$ cat src/rtl/dmem_mover_pkg.sv
// Shared types and constants for the data-memory block mover.
//   mover_state_t : copy engine FSM state
//   DIR_FWD/BWD   : copy direction, latched when a copy starts
package dmem_mover_pkg;

    typedef enum logic [1:0] {
        IDLE,
        RD,
        WR,
        FIN
    } mover_state_t;

    localparam logic DIR_FWD = 1'b0;
    localparam logic DIR_BWD = 1'b1;

endpackage

$ cat src/rtl/dmem_block_mover.sv
// Block-copy (memmove) engine sitting in front of a single-port data memory.
// Muxes CPU load/store traffic with its own read/write copy traffic onto the
// one memory port, and stalls the CPU while a copy is in flight.
//
// Ports:
//   Clk, Reset                    clock, asynchronous active-low reset
//   Start, SrcAddr, DstAddr, Len  copy request (sampled only when idle)
//   Busy, Done                    engine status; Done is a 1-cycle pulse
//   CpuWriteEn, CpuAddr, CpuDataIn CPU load/store request
//   CpuDataOut, CpuStall          CPU read data and stall
//   MemWriteEn, MemAddr, MemDataIn memory port drive
//   MemDataOut                    combinational memory read data
module dmem_block_mover
    import dmem_mover_pkg::*;
#(
    parameter int unsigned W = 8,
    parameter int unsigned A = 8
) (
    input  logic         Clk,
    input  logic         Reset,
    input  logic         Start,
    input  logic [A-1:0] SrcAddr,
    input  logic [A-1:0] DstAddr,
    input  logic [A:0]   Len,
    output logic         Busy,
    output logic         Done,
    input  logic         CpuWriteEn,
    input  logic [A-1:0] CpuAddr,
    input  logic [W-1:0] CpuDataIn,
    output logic [W-1:0] CpuDataOut,
    output logic         CpuStall,
    output logic         MemWriteEn,
    output logic [A-1:0] MemAddr,
    output logic [W-1:0] MemDataIn,
    input  logic [W-1:0] MemDataOut
);

    localparam logic [A:0]   LEN_MAX = {1'b1, {A{1'b0}}};
    localparam logic [A:0]   CNT_ONE = {{A{1'b0}}, 1'b1};
    localparam logic [A-1:0] PTR_ONE = {{(A-1){1'b0}}, 1'b1};

    mover_state_t state_q, state_d;
    logic         dir_q, dir_d;
    logic [A-1:0] src_ptr_q, src_ptr_d;
    logic [A-1:0] dst_ptr_q, dst_ptr_d;
    logic [A:0]   cnt_q, cnt_d;
    logic [W-1:0] hold_q, hold_d;

    logic [A:0]   len_c;
    logic [A-1:0] addr_diff;
    logic         start_bwd;
    logic [A-1:0] len_m1;

    // Request decode: clamp the length and pick the overlap-safe direction.
    always_comb begin
        len_c     = (Len > LEN_MAX) ? LEN_MAX : Len;
        addr_diff = DstAddr - SrcAddr;
        // Destination starts inside the source range: copy top-down.
        start_bwd = ({1'b0, addr_diff} < len_c);
        // Len == 2**A truncates to 0 here, and 0 - 1 wraps to the last byte.
        len_m1    = len_c[A-1:0] - PTR_ONE;
    end

    always_comb begin
        state_d   = state_q;
        dir_d     = dir_q;
        src_ptr_d = src_ptr_q;
        dst_ptr_d = dst_ptr_q;
        cnt_d     = cnt_q;
        hold_d    = hold_q;
        unique case (state_q)
            IDLE: begin
                if (Start) begin
                    if (len_c == '0 || SrcAddr == DstAddr) begin
                        state_d = FIN;
                    end else begin
                        state_d   = RD;
                        dir_d     = start_bwd ? DIR_BWD : DIR_FWD;
                        src_ptr_d = start_bwd ? SrcAddr + len_m1 : SrcAddr;
                        dst_ptr_d = start_bwd ? DstAddr + len_m1 : DstAddr;
                        cnt_d     = len_c;
                    end
                end
            end
            RD: begin
                hold_d  = MemDataOut;
                state_d = WR;
            end
            WR: begin
                src_ptr_d = (dir_q == DIR_BWD) ? src_ptr_q - PTR_ONE : src_ptr_q + PTR_ONE;
                dst_ptr_d = (dir_q == DIR_BWD) ? dst_ptr_q - PTR_ONE : dst_ptr_q + PTR_ONE;
                cnt_d     = cnt_q - CNT_ONE;
                state_d   = (cnt_q == CNT_ONE) ? FIN : RD;
            end
            FIN: begin
                state_d = IDLE;
            end
            default: begin
                state_d = IDLE;
            end
        endcase
    end

    always_ff @(posedge Clk or negedge Reset) begin
        if (!Reset) begin
            state_q   <= IDLE;
            dir_q     <= DIR_FWD;
            src_ptr_q <= '0;
            dst_ptr_q <= '0;
            cnt_q     <= '0;
            hold_q    <= '0;
        end else begin
            state_q   <= state_d;
            dir_q     <= dir_d;
            src_ptr_q <= src_ptr_d;
            dst_ptr_q <= dst_ptr_d;
            cnt_q     <= cnt_d;
            hold_q    <= hold_d;
        end
    end

    // Memory port mux: CPU owns the port only while idle.
    always_comb begin
        MemWriteEn = 1'b0;
        MemAddr    = CpuAddr;
        MemDataIn  = hold_q;
        unique case (state_q)
            IDLE: begin
                MemWriteEn = CpuWriteEn;
                MemAddr    = CpuAddr;
                MemDataIn  = CpuDataIn;
            end
            RD: begin
                MemAddr = src_ptr_q;
            end
            WR: begin
                MemWriteEn = 1'b1;
                MemAddr    = dst_ptr_q;
            end
            FIN: begin
                MemWriteEn = 1'b0;
            end
            default: begin
                MemWriteEn = 1'b0;
            end
        endcase
    end

    always_comb begin
        Busy       = (state_q != IDLE);
        Done       = (state_q == FIN);
        CpuStall   = Busy;
        CpuDataOut = MemDataOut;
    end

endmodule

$ cat config.mk
export PLATFORM = sky130hd
export DESIGN_NAME = dmem_block_mover
export DESIGN_NICKNAME = d
export VERILOG_FILES = /design/src/rtl/dmem_mover_pkg.sv /design/src/rtl/dmem_block_mover.sv
export SDC_FILE = /design/constraint.sdc
export NUM_CORES = 1
export LEC_CHECK = 0
export CAP_MARGIN = 20
export CORE_ASPECT_RATIO = 0.8
export CORE_UTILIZATION = 35
export DETAILED_ROUTE_END_ITERATION = 16
export GPL_TIMING_DRIVEN = 0
export PLACE_DENSITY = 0.64
export SLEW_MARGIN = 5
export SYNTH_ARGS = -nofsm -noshare
export SYNTH_HDL_FRONTEND = slang
export SYNTH_SLANG_ARGS = --single-unit
$ cat constraint.sdc
create_clock -name Clk -period 5.5 [get_ports Clk]
set_input_delay 0.55 -clock Clk [delete_from_list [all_inputs] [get_ports Clk]]
set_output_delay 0.55 -clock Clk [all_outputs]
set_load 0.005 [all_outputs]
Word level (Yosys, flattened, before mapping). Index checks and enable logic that the tools add are counted.

$add $sub $neg: 9. $lt $le $gt $ge: 2. Equality and inequality tests: 7. Multiplexer cells: 22. Bitwise gates (word level): 1. Reduce and logical (&&, ||, !) cells: 7.

Operator list (number): two-way mux 8 bit (9); case mux 8 bit (2 select lines) (3); two-way mux 9 bit (3); subtractor 8 x 1 -> 8 bit (second input constant) (3); case mux 9 bit (2 select lines) (1); adder 8 x 1 -> 8 bit (second input constant) (2); adder 8 bit (2); equality test 9 x 1 -> 1 bit (second input constant) (1); greater-than comparator 9 bit (second input constant) (1); zero test 9 bit (1); < comparator 8 x 9 -> 1 bit (1); subtractor 9 x 1 -> 9 bit (second input constant) (1); equality test 8 bit (1); case mux 2 bit (4 select lines) (1); subtractor 8 bit (1); two-way mux 2 bit (3); AND reduction 3 bit (2); equality test 2 bit (second input constant) (2); != test 2 bit (second input constant) (2); nonzero test 2 bit (2); equality test 2 x 1 -> 1 bit (second input constant) (1); zero test 2 bit (1); case mux 1 bit (2 select lines) (1); logical OR 1 bit (1); 2 further kinds (2).

Register bits: 36. Bits of input ports: 53. Output and inout bits: 28. Logic and storage cells: 54.

Longest topological paths before layout. Gate-level depths: netlist of the first run.

Depth in word-level cells: 8. Gate-level depth with buffers: 18. Depth with buffers taken out: 17.

Worst setup path after synthesis of the first run. OpenSTA, ideal clock, no wires.

Path kind: input -> register. Start: in DstAddr[0]. End: reg dst_ptr_q[7]. Setup time: 0.129 ns. Arrival: 3.403 ns. Required time: 5.371 ns. Setup slack: 1.968 ns. Stages on the path: 17. Buffers on the path: 0. Cell sequence: inv_1 > ha_1 > inv_1 > fa_1 > a21o_1 > a21oi_1 > o21bai_1 > a21oi_1 > xnor2_1 > ha_1 > nand3_1 > a211oi_1 > a211oi_4 > nor2b_1 > mux2i_1 > nor3_2 > a2111o_1.

Longest elaborated chain between the ends: 6. Elaborated cells between the ends (all ways): 11. Those cells by class: 2 x add/sub; 1 x order compare; 2 x eq/ne; 4 x mux; 2 x reduce/logical.

RTL lines: start: declaration (line dmem_block_mover.sv:23) `input logic [A-1:0] DstAddr,`; subtractor 8 bit (line dmem_block_mover.sv:57) `addr_diff = DstAddr - SrcAddr;`; < comparator 8 x 9 -> 1 bit (line dmem_block_mover.sv:59) `start_bwd = ({1'b0, addr_diff} < len_c);`; two-way mux 8 bit (line dmem_block_mover.sv:80) `dst_ptr_d = start_bwd ? DstAddr + len_m1 : DstAddr;`; two-way mux 8 bit (line dmem_block_mover.sv:74) `if (len_c == '0 || SrcAddr == DstAddr) begin`; two-way mux 8 bit (line dmem_block_mover.sv:73) `if (Start) begin`; case mux 8 bit (2 select lines) (line dmem_block_mover.sv:71) `unique case (state_q)`; end signal: assignment (line dmem_block_mover.sv:116) `dst_ptr_q <= dst_ptr_d;`; end: declaration (line dmem_block_mover.sv:45) `logic [A-1:0] dst_ptr_q, dst_ptr_d;`.

Parallel ways exist; a longest one is shown, timed or not. The select of a mux whose other input is x is not followed. A chain may end at the register's enable or synchronous reset.

Final worst setup path of the first run.
Start: in Len[8]. End: reg src_ptr_q[7].

Longest elaborated chain between the ends: 8. Elaborated cells between the ends (all ways): 13. Those cells by class: 2 x add/sub; 2 x order compare; 1 x eq/ne; 5 x mux; 3 x reduce/logical.

RTL lines: start: declaration (line dmem_block_mover.sv:24) `input logic [A:0] Len,`; greater-than comparator 9 bit (line dmem_block_mover.sv:56) `len_c = (Len > LEN_MAX) ? LEN_MAX : Len;`; two-way mux 9 bit (*) (line dmem_block_mover.sv:56); subtractor 8 x 1 -> 8 bit (line dmem_block_mover.sv:61) `len_m1 = len_c[A-1:0] - PTR_ONE;`; adder 8 bit (line dmem_block_mover.sv:79) `src_ptr_d = start_bwd ? SrcAddr + len_m1 : SrcAddr;`; two-way mux 8 bit (line dmem_block_mover.sv:79); two-way mux 8 bit (line dmem_block_mover.sv:74); two-way mux 8 bit (line dmem_block_mover.sv:73); case mux 8 bit (2 select lines) (line dmem_block_mover.sv:71); end signal: assignment (line dmem_block_mover.sv:115) `src_ptr_q <= src_ptr_d;`; end: declaration (line dmem_block_mover.sv:44) `logic [A-1:0] src_ptr_q, src_ptr_d;`.

Mark *: on every way between the ends. The rest lies on a longest branch, timed or not. The select of a mux whose other input is x is not followed.

==> flow_summary.json, run 1 <==
{
  "ys_ff_latch": 36,
  "synth_most_common_cell": "ha_1",
  "worstMarginPinSlew_ns": 0.864,
  "vias_per_cell": 5.51,
  "synth_edf_count": 0,
  "power_uw": 947,
  "place.gp.congestion": 0.873,
  "ys_types": 53,
  "setup_viol": 0,
  "placed_cell_area_um2": 5150,
  "synthCells": 501,
  "synth_top_cell_by_area": "dfrtp_1",
  "final_max_slew_viol_count": 0,
  "synth_area_leaders": "dfrtp_1 22%, ha_1 15%, mux2_2 5.9%",
  "postSynthAreaPerCell_um2": 8.32,
  "async_flop_share_pct": 100,
  "netlist_area_um2": 4170,
  "relSlewSlack_pct": 42.4,
  "multi_input_area_um2": 2970,
  "io_buffer_count": 80,
  "coreArea_um2": 11600,
  "nNetsFinal": 696,
  "fillers": 1139,
  "grt_antenna_before_repair": 0,
  "clock_skew_ns": 0.00432,
  "yosysTopAreaCellShare_pct": 21.6,
  "post-route-drc-count": 0,
  "fin_area_um2": 5310,
  "fin_setup_tns_ns": 0,
  "layout_min_cycle_time_ns": 4.26,
  "h-tree-depth": 2,
  "syn-num-nets": 609,
  "die_width_um": 124,
  "final_antenna_net_count": 0,
  "die_area_um2": 12300,
  "clkSinkCount": 36,
  "post_drt_wl_per_cell_um": 16.2,
  "num_rows": 35,
  "seqCellArea_um2": 901,
  "ir_drop_mv": 0.121,
  "cp_data_arrival_time_ns": 4.42,
  "worstPathRequired_ns": 5.67,
  "grt_pass1_vias": 3885,
  "clockBufferDepth": 2,
  "groute.usage.overall_pct": 20.1,
  "power_density_nw_per_um2": 178,
  "place.detailed.hpwl_um": 9470,
  "hold_class": "in -> async",
  "finalNonFillerCells": 737,
  "root_buffer": "clkbuf_16",
  "drt_wl_total_um": 12000,
  "die_h_um": 99.6,
  "leakage_uw": 0.00226,
  "dp.cells": 729,
  "max_freq_mhz": 235,
  "drtIter0Drc": 255,
  "tritoncts": "built",
  "grt_overflow": 0,
  "setup.worst_path.end_class": "flip-flop",
  "yosysWarnings": 0,
  "status": "finished, final reports clean",
  "start_util_pct": 36.0,
  "cts_buffers": 5,
  "critical_path_class": "in -> reg",
  "cp_max_fo": 10,
  "antenna_cells": 0,
  "cts_hold_buf": 0,
  "start_kind": "input pin",
  "clk_latency_ns": 0.28,
  "post-route-period-util_pct": 77.4,
  "post_cts.repair.setup_buffers": 0,
  "ctsResizeCount": 0,
  "clk_pin_slew_ns": 0.06,
  "grt_max_degree": 37,
  "boundaryPins": 81,
  "rsz0062_at_grt": "false",
  "drive_gt1_share_pct": 9.17,
  "hold_viol_final": 0,
  "first_pass_iters": 5,
  "vias": 4059,
  "synth_ff_type": "dfrtp_1",
  "synthTopCellsByCount": "50 x ha_1, 41 x a21oi_1, 39 x nor2_1",
  "seq_area_frac_synth_pct": 21.6,
  "cap_violations": 0,
  "area_growth_pct": 27.5,
  "grt_pass1_wl_um": 19500
}
-- where the power goes --
| part | switching [uW] | total, uW | internal [uW] |
|---|---|---|---|
| Clock | 108 | 321 | 213 |
| Combinational | 185 | 356 | 171 |
| Sequential | 1.32 | 269 | 268 |
-- stage by stage --
stage | util, % | hold slack (ns) | setup slack (ns)
after floorplan | - | 0.254 | 1.97
after detailed placement | 44.5 | 0.496 | 1.02
after global placement | 44.6 | 0.487 | 1.06
final | 45.9 | 0.375 | 1.24
after global routing | 45.9 | 0.441 | 0.932
after CTS | 45.9 | 0.411 | 1.31
-- layout by cell type, fill, tap and decap left out, types with 5 or more instances in the layout --
cell type        instances
nor2b_1                  7
a21oi_1                 41
o21ai_1                 24
fa_1                     5
nor3_1                  12
xnor2_1                 23
mux2i_1                 10
mux2_2                  22
buf_4                   12
xor2_1                   8
o21bai_1                 9
a211oi_1                 5
nand3_1                 21
a31oi_1                  7
dfrtp_1                 36
clkbuf_16                5
ha_1                    50
nor2_1                  39
clkbuf_1                16
clkdlybuf4s50_1         79
inv_1                   29
a21o_1                   7
a22oi_1                  8
o22ai_1                  7
nand2_1                 31
nand2b_1                11
o21ai_0                 16
-- state kept, by name, indices dropped and copies added, names as in the netlist --
signal     cells
state_q        2
dst_ptr_q      8
hold_q         8
cnt_q          9
src_ptr_q      8
dir_q          1
-- area by class of cell --
| class | count | share of cell area [%] |
|---|---|---|
| clock buffers | 6 | 2.43 |
| flip-flops and latches | 36 | 17.0 |
| well taps | 148 | 3.49 |
| repair buffers | 80 | 15.0 |
| multi-input cells | 404 | 56.0 |
| inverters | 29 | 2.05 |
| plain buffers | 32 | 3.46 |
| clock inverters | 2 | 0.660 |
-- final timing paths --
check	cells after the start	start	endpoint	slack, ns
max in group asynchronous	1	Reset	dst_ptr_q[4]$_DFFE_PN0P_	4.57
min	1	Reset	hold_q[5]$_DFFE_PN0P_	0.37
min in group Clk	1	hold_q[7]$_DFFE_PN0P_	hold_q[7]$_DFFE_PN0P_	0.50
max reg2reg	8	dir_q$_DFFE_PN0P_	src_ptr_q[7]$_DFFE_PN0P_	2.82
max	14	Len[8]	src_ptr_q[7]$_DFFE_PN0P_	1.24
min reg2reg	1	hold_q[7]$_DFFE_PN0P_	hold_q[7]$_DFFE_PN0P_	0.50
-- routing by layer --
layer / wire (um) / track usage, %
met4: 36 / 2.93
met3: 883 / 2.47
met5: 0 / 0
met1: 5690 / 29.0
met2: 5350 / 32.4
-- cell families (layout without fill, tap and decap cells) --
kind of cell,after synthesis,in the layout,synth area share [%]
AO/OA/AOI/OAI,145,145,22.3
adder cells (fa/ha/maj),55,55,17.4
flip-flops,36,36,21.6
XOR/XNOR,31,31,6.52
multiplexers,34,34,8.89
AND/OR/NAND/NOR,139,139,16.3
buffers and inverters,61,149,7.03
-- worst max-delay path: stages --
cell and delay, ns:
clkdlybuf4s50_1 0.56, clkbuf_1 0.33, nand2b_1 0.30, ha_1 0.27, nand3_1 0.10, xor2_1 0.30
ha_1 0.35, nand3_1 0.10, o211ai_1 0.12, o41ai_1 0.58, xnor2_1 0.22, mux2i_1 0.27
nor3_1 0.07, a211o_1 0.27
(Power assumes the default switching activity.)
==> run 2, diff against run 1 <==
==> constraint.sdc (replaced) <==
create_clock -name Clk -period 4.4 [get_ports Clk]
set_input_delay 0.44 -clock Clk [delete_from_list [all_inputs] [get_ports Clk]]
set_output_delay 0.44 -clock Clk [all_outputs]
set_load 0.005 [all_outputs]
==> run 2 against run 1 <==
  * Register-to-register slack worse by 1.1 ns
  * Clock power up 26%
  * Sequential cell count unchanged
  * Sequential power up 25%
  * Utilization about the same
  * Setup slack worse by 0.94 ns
  * Combinational power up 26%
==> flow_summary.json, run 2 (synthesized netlist as in run 1, its figures left out) <==
{
  "clock_skew_ns": 0.00421,
  "fin_setup_tns_ns": 0,
  "area_growth_pct": 27.6,
  "die_area_um2": 12300,
  "worstMarginPinSlew_ns": 0.868,
  "grt_max_degree": 37,
  "r2r-end": "src_ptr_q[7]$_DFFE_PN0P_",
  "clk_latency_ns": 0.28,
  "cap_violations": 0,
  "layout_min_cycle_time_ns": 4.10,
  "io_buffer_count": 80,
  "cp_max_fo": 10,
  "clkSinkCount": 36,
  "finalNonFillerCells": 737,
  "die_h_um": 99.6,
  "first_pass_iters": 5,
  "drt_wl_total_um": 12000,
  "leakage_uw": 0.00225,
  "cts_buffers": 5,
  "rsz0062_at_grt": "false",
  "num_rows": 35,
  "post_drt_wl_per_cell_um": 16.3,
  "post_cts.repair.setup_buffers": 0,
  "worstPathRequired_ns": 4.57,
  "final_antenna_net_count": 0,
  "top_register": "cnt_q",
  "r2r-start": "dir_q$_DFFE_PN0P_",
  "drive_gt1_share_pct": 9.34,
  "clk_pin_slew_ns": 0.06,
  "cp_top_family": "compound AO/OA/AOI/OAI gates",
  "boundaryPins": 81,
  "ir_drop_mv": 0.151,
  "clockBufferDepth": 2,
  "post-route-drc-count": 0,
  "largest_reg_flops": 9,
  "setup_viol": 0,
  "setup.worst_path.end_class": "flip-flop",
  "final_max_slew_viol_count": 0,
  "critical_path_class": "in -> reg",
  "tritoncts": "built",
  "status": "finished, final reports clean",
  "relSlewSlack_pct": 42.1,
  "worstPathCellList": "clkdlybuf4s50_1, clkbuf_1, nand2b_1, ha_1, nand3_1, xor2_1, ha_1, nand3_1, o211ai_1, o41ai_1, xnor2_1, mux2i_1, nor3_1, a211o_1",
  "nNetsFinal": 696,
  "grt_pass1_wl_um": 19500,
  "h-tree-depth": 2,
  "groute.usage.overall_pct": 20.1,
  "power_density_nw_per_um2": 223,
  "critPathMaxStageDelay_ns": 0.56,
  "start_util_pct": 36.0,
  "hold_viol_final": 0,
  "reg2reg_depth": 8,
  "layout_common_cells": "79 x clkdlybuf4s50_1, 50 x ha_1, 41 x a21oi_1",
  "mostFrequentLayoutCell": "clkdlybuf4s50_1",
  "rrSetupSlack_ns": 1.72,
  "max_freq_mhz": 244,
  "vias": 4042,
  "grt_antenna_before_repair": 0,
  "crit_slowest_cell": "clkdlybuf4s50_1",
  "fillers": 1137,
  "start_kind": "input pin",
  "multi_input_area_um2": 2980,
  "die_width_um": 124,
  "vias_per_cell": 5.48,
  "drtIter0Drc": 316,
  "coreArea_um2": 11600,
  "post-route-period-util_pct": 93.1,
  "seqCellArea_um2": 901,
  "grt_overflow": 0,
  "antenna_cells": 0,
  "grt_pass1_vias": 3885,
  "worst-path-buf-inv": 2,
  "hold_class": "in -> async",
  "dp.cells": 729,
  "cp_data_arrival_time_ns": 4.26,
  "root_buffer": "clkbuf_16",
  "place.gp.congestion": 0.873,
  "place.detailed.hpwl_um": 9470
}
run 2: changes by cell type in the layout (fill, tap and decap cells not counted):
cell     previous run  this run
mux2i_1            10         9
mux2i_2             0         1
run 2: report_power, final:
part	total, uW	internal [uW]	switching, uW	leakage, uW
combinational	448	215	233	0.00175
sequential	337	335	1.64	0.000418
clock	403	266	136	0.0000808
run 2: area by class of cell:
class                      instances  share of cell area, %
inverter                          29                   2.05
tap                              148                   3.48
clock inverter                     2                  0.659
timing repair buffer              80                   15.0
multi-input combinational        404                   56.0
sequential                        36                   16.9
buffer                            32                   3.46
clock buffer                       6                   2.42
run 2: routing by layer:
| layer | global-route usage, % | vias up | share of wire [%] |
|---|---|---|---|
| met3 | 2.47 | 4 | 7.1 |
| li1 | - | 1973 | - |
| met4 | 2.93 | 0 | 0.41 |
| met2 | 32.4 | 154 | 44 |
| met5 | 0 | - | 0 |
| met1 | 29.0 | 1911 | 48 |
run 2: per-stage QoR:
stage          util (%)  total power [uW]  instance area [um2]  hold WS, ns  worst slack (ns)
6_report           46.0              1190                 5320        0.266             0.305
5_1_grt            46.0              1250                 5320        0.331            0.0211
4_1_cts            45.9              1190                 5310        0.301             0.316
3_5_place_dp       44.5               781                 5150        0.496            0.0289
3_3_place_gp       44.6               772                 5150        0.487            0.0657
2_1_floorplan         -               621                 4170        0.144             0.978
run 2: worst max-delay path by stage:
| stage | startpoint | to | slack (ns) | cells past startpoint |
|---|---|---|---|---|
| CTS | DstAddr[0] | dst_ptr_q[4]$_DFFE_PN0P_ | 0.32 | 19 |
| finish | Len[8] | src_ptr_q[7]$_DFFE_PN0P_ | 0.30 | 14 |
| floorplan | DstAddr[0] | dst_ptr_q[7]$_DFFE_PN0P_ | 0.98 | 17 |
| global route | DstAddr[0] | dst_ptr_q[5]$_DFFE_PN0P_ | 0.02 | 19 |
| detailed placement | DstAddr[0] | dst_ptr_q[4]$_DFFE_PN0P_ | 0.03 | 19 |
| global placement | DstAddr[0] | dst_ptr_q[4]$_DFFE_PN0P_ | 0.07 | 19 |
run 2: worst reg2reg max path, stage by stage (launching register included):
cell and delay [ns]:
dfrtp_1 0.71, ha_1 0.34, a21oi_1 0.24, o211ai_1 0.19
o41ai_1 0.48, xnor2_1 0.17, nand2_1 0.10, nand2_1 0.06
a211o_1 0.29
run 2: what timing repair did:
item / in CTS / in global routing
resized for setup: 0 / 1
hold buffers: 0 / 0
endpoints found under the setup margin: 0 / 1
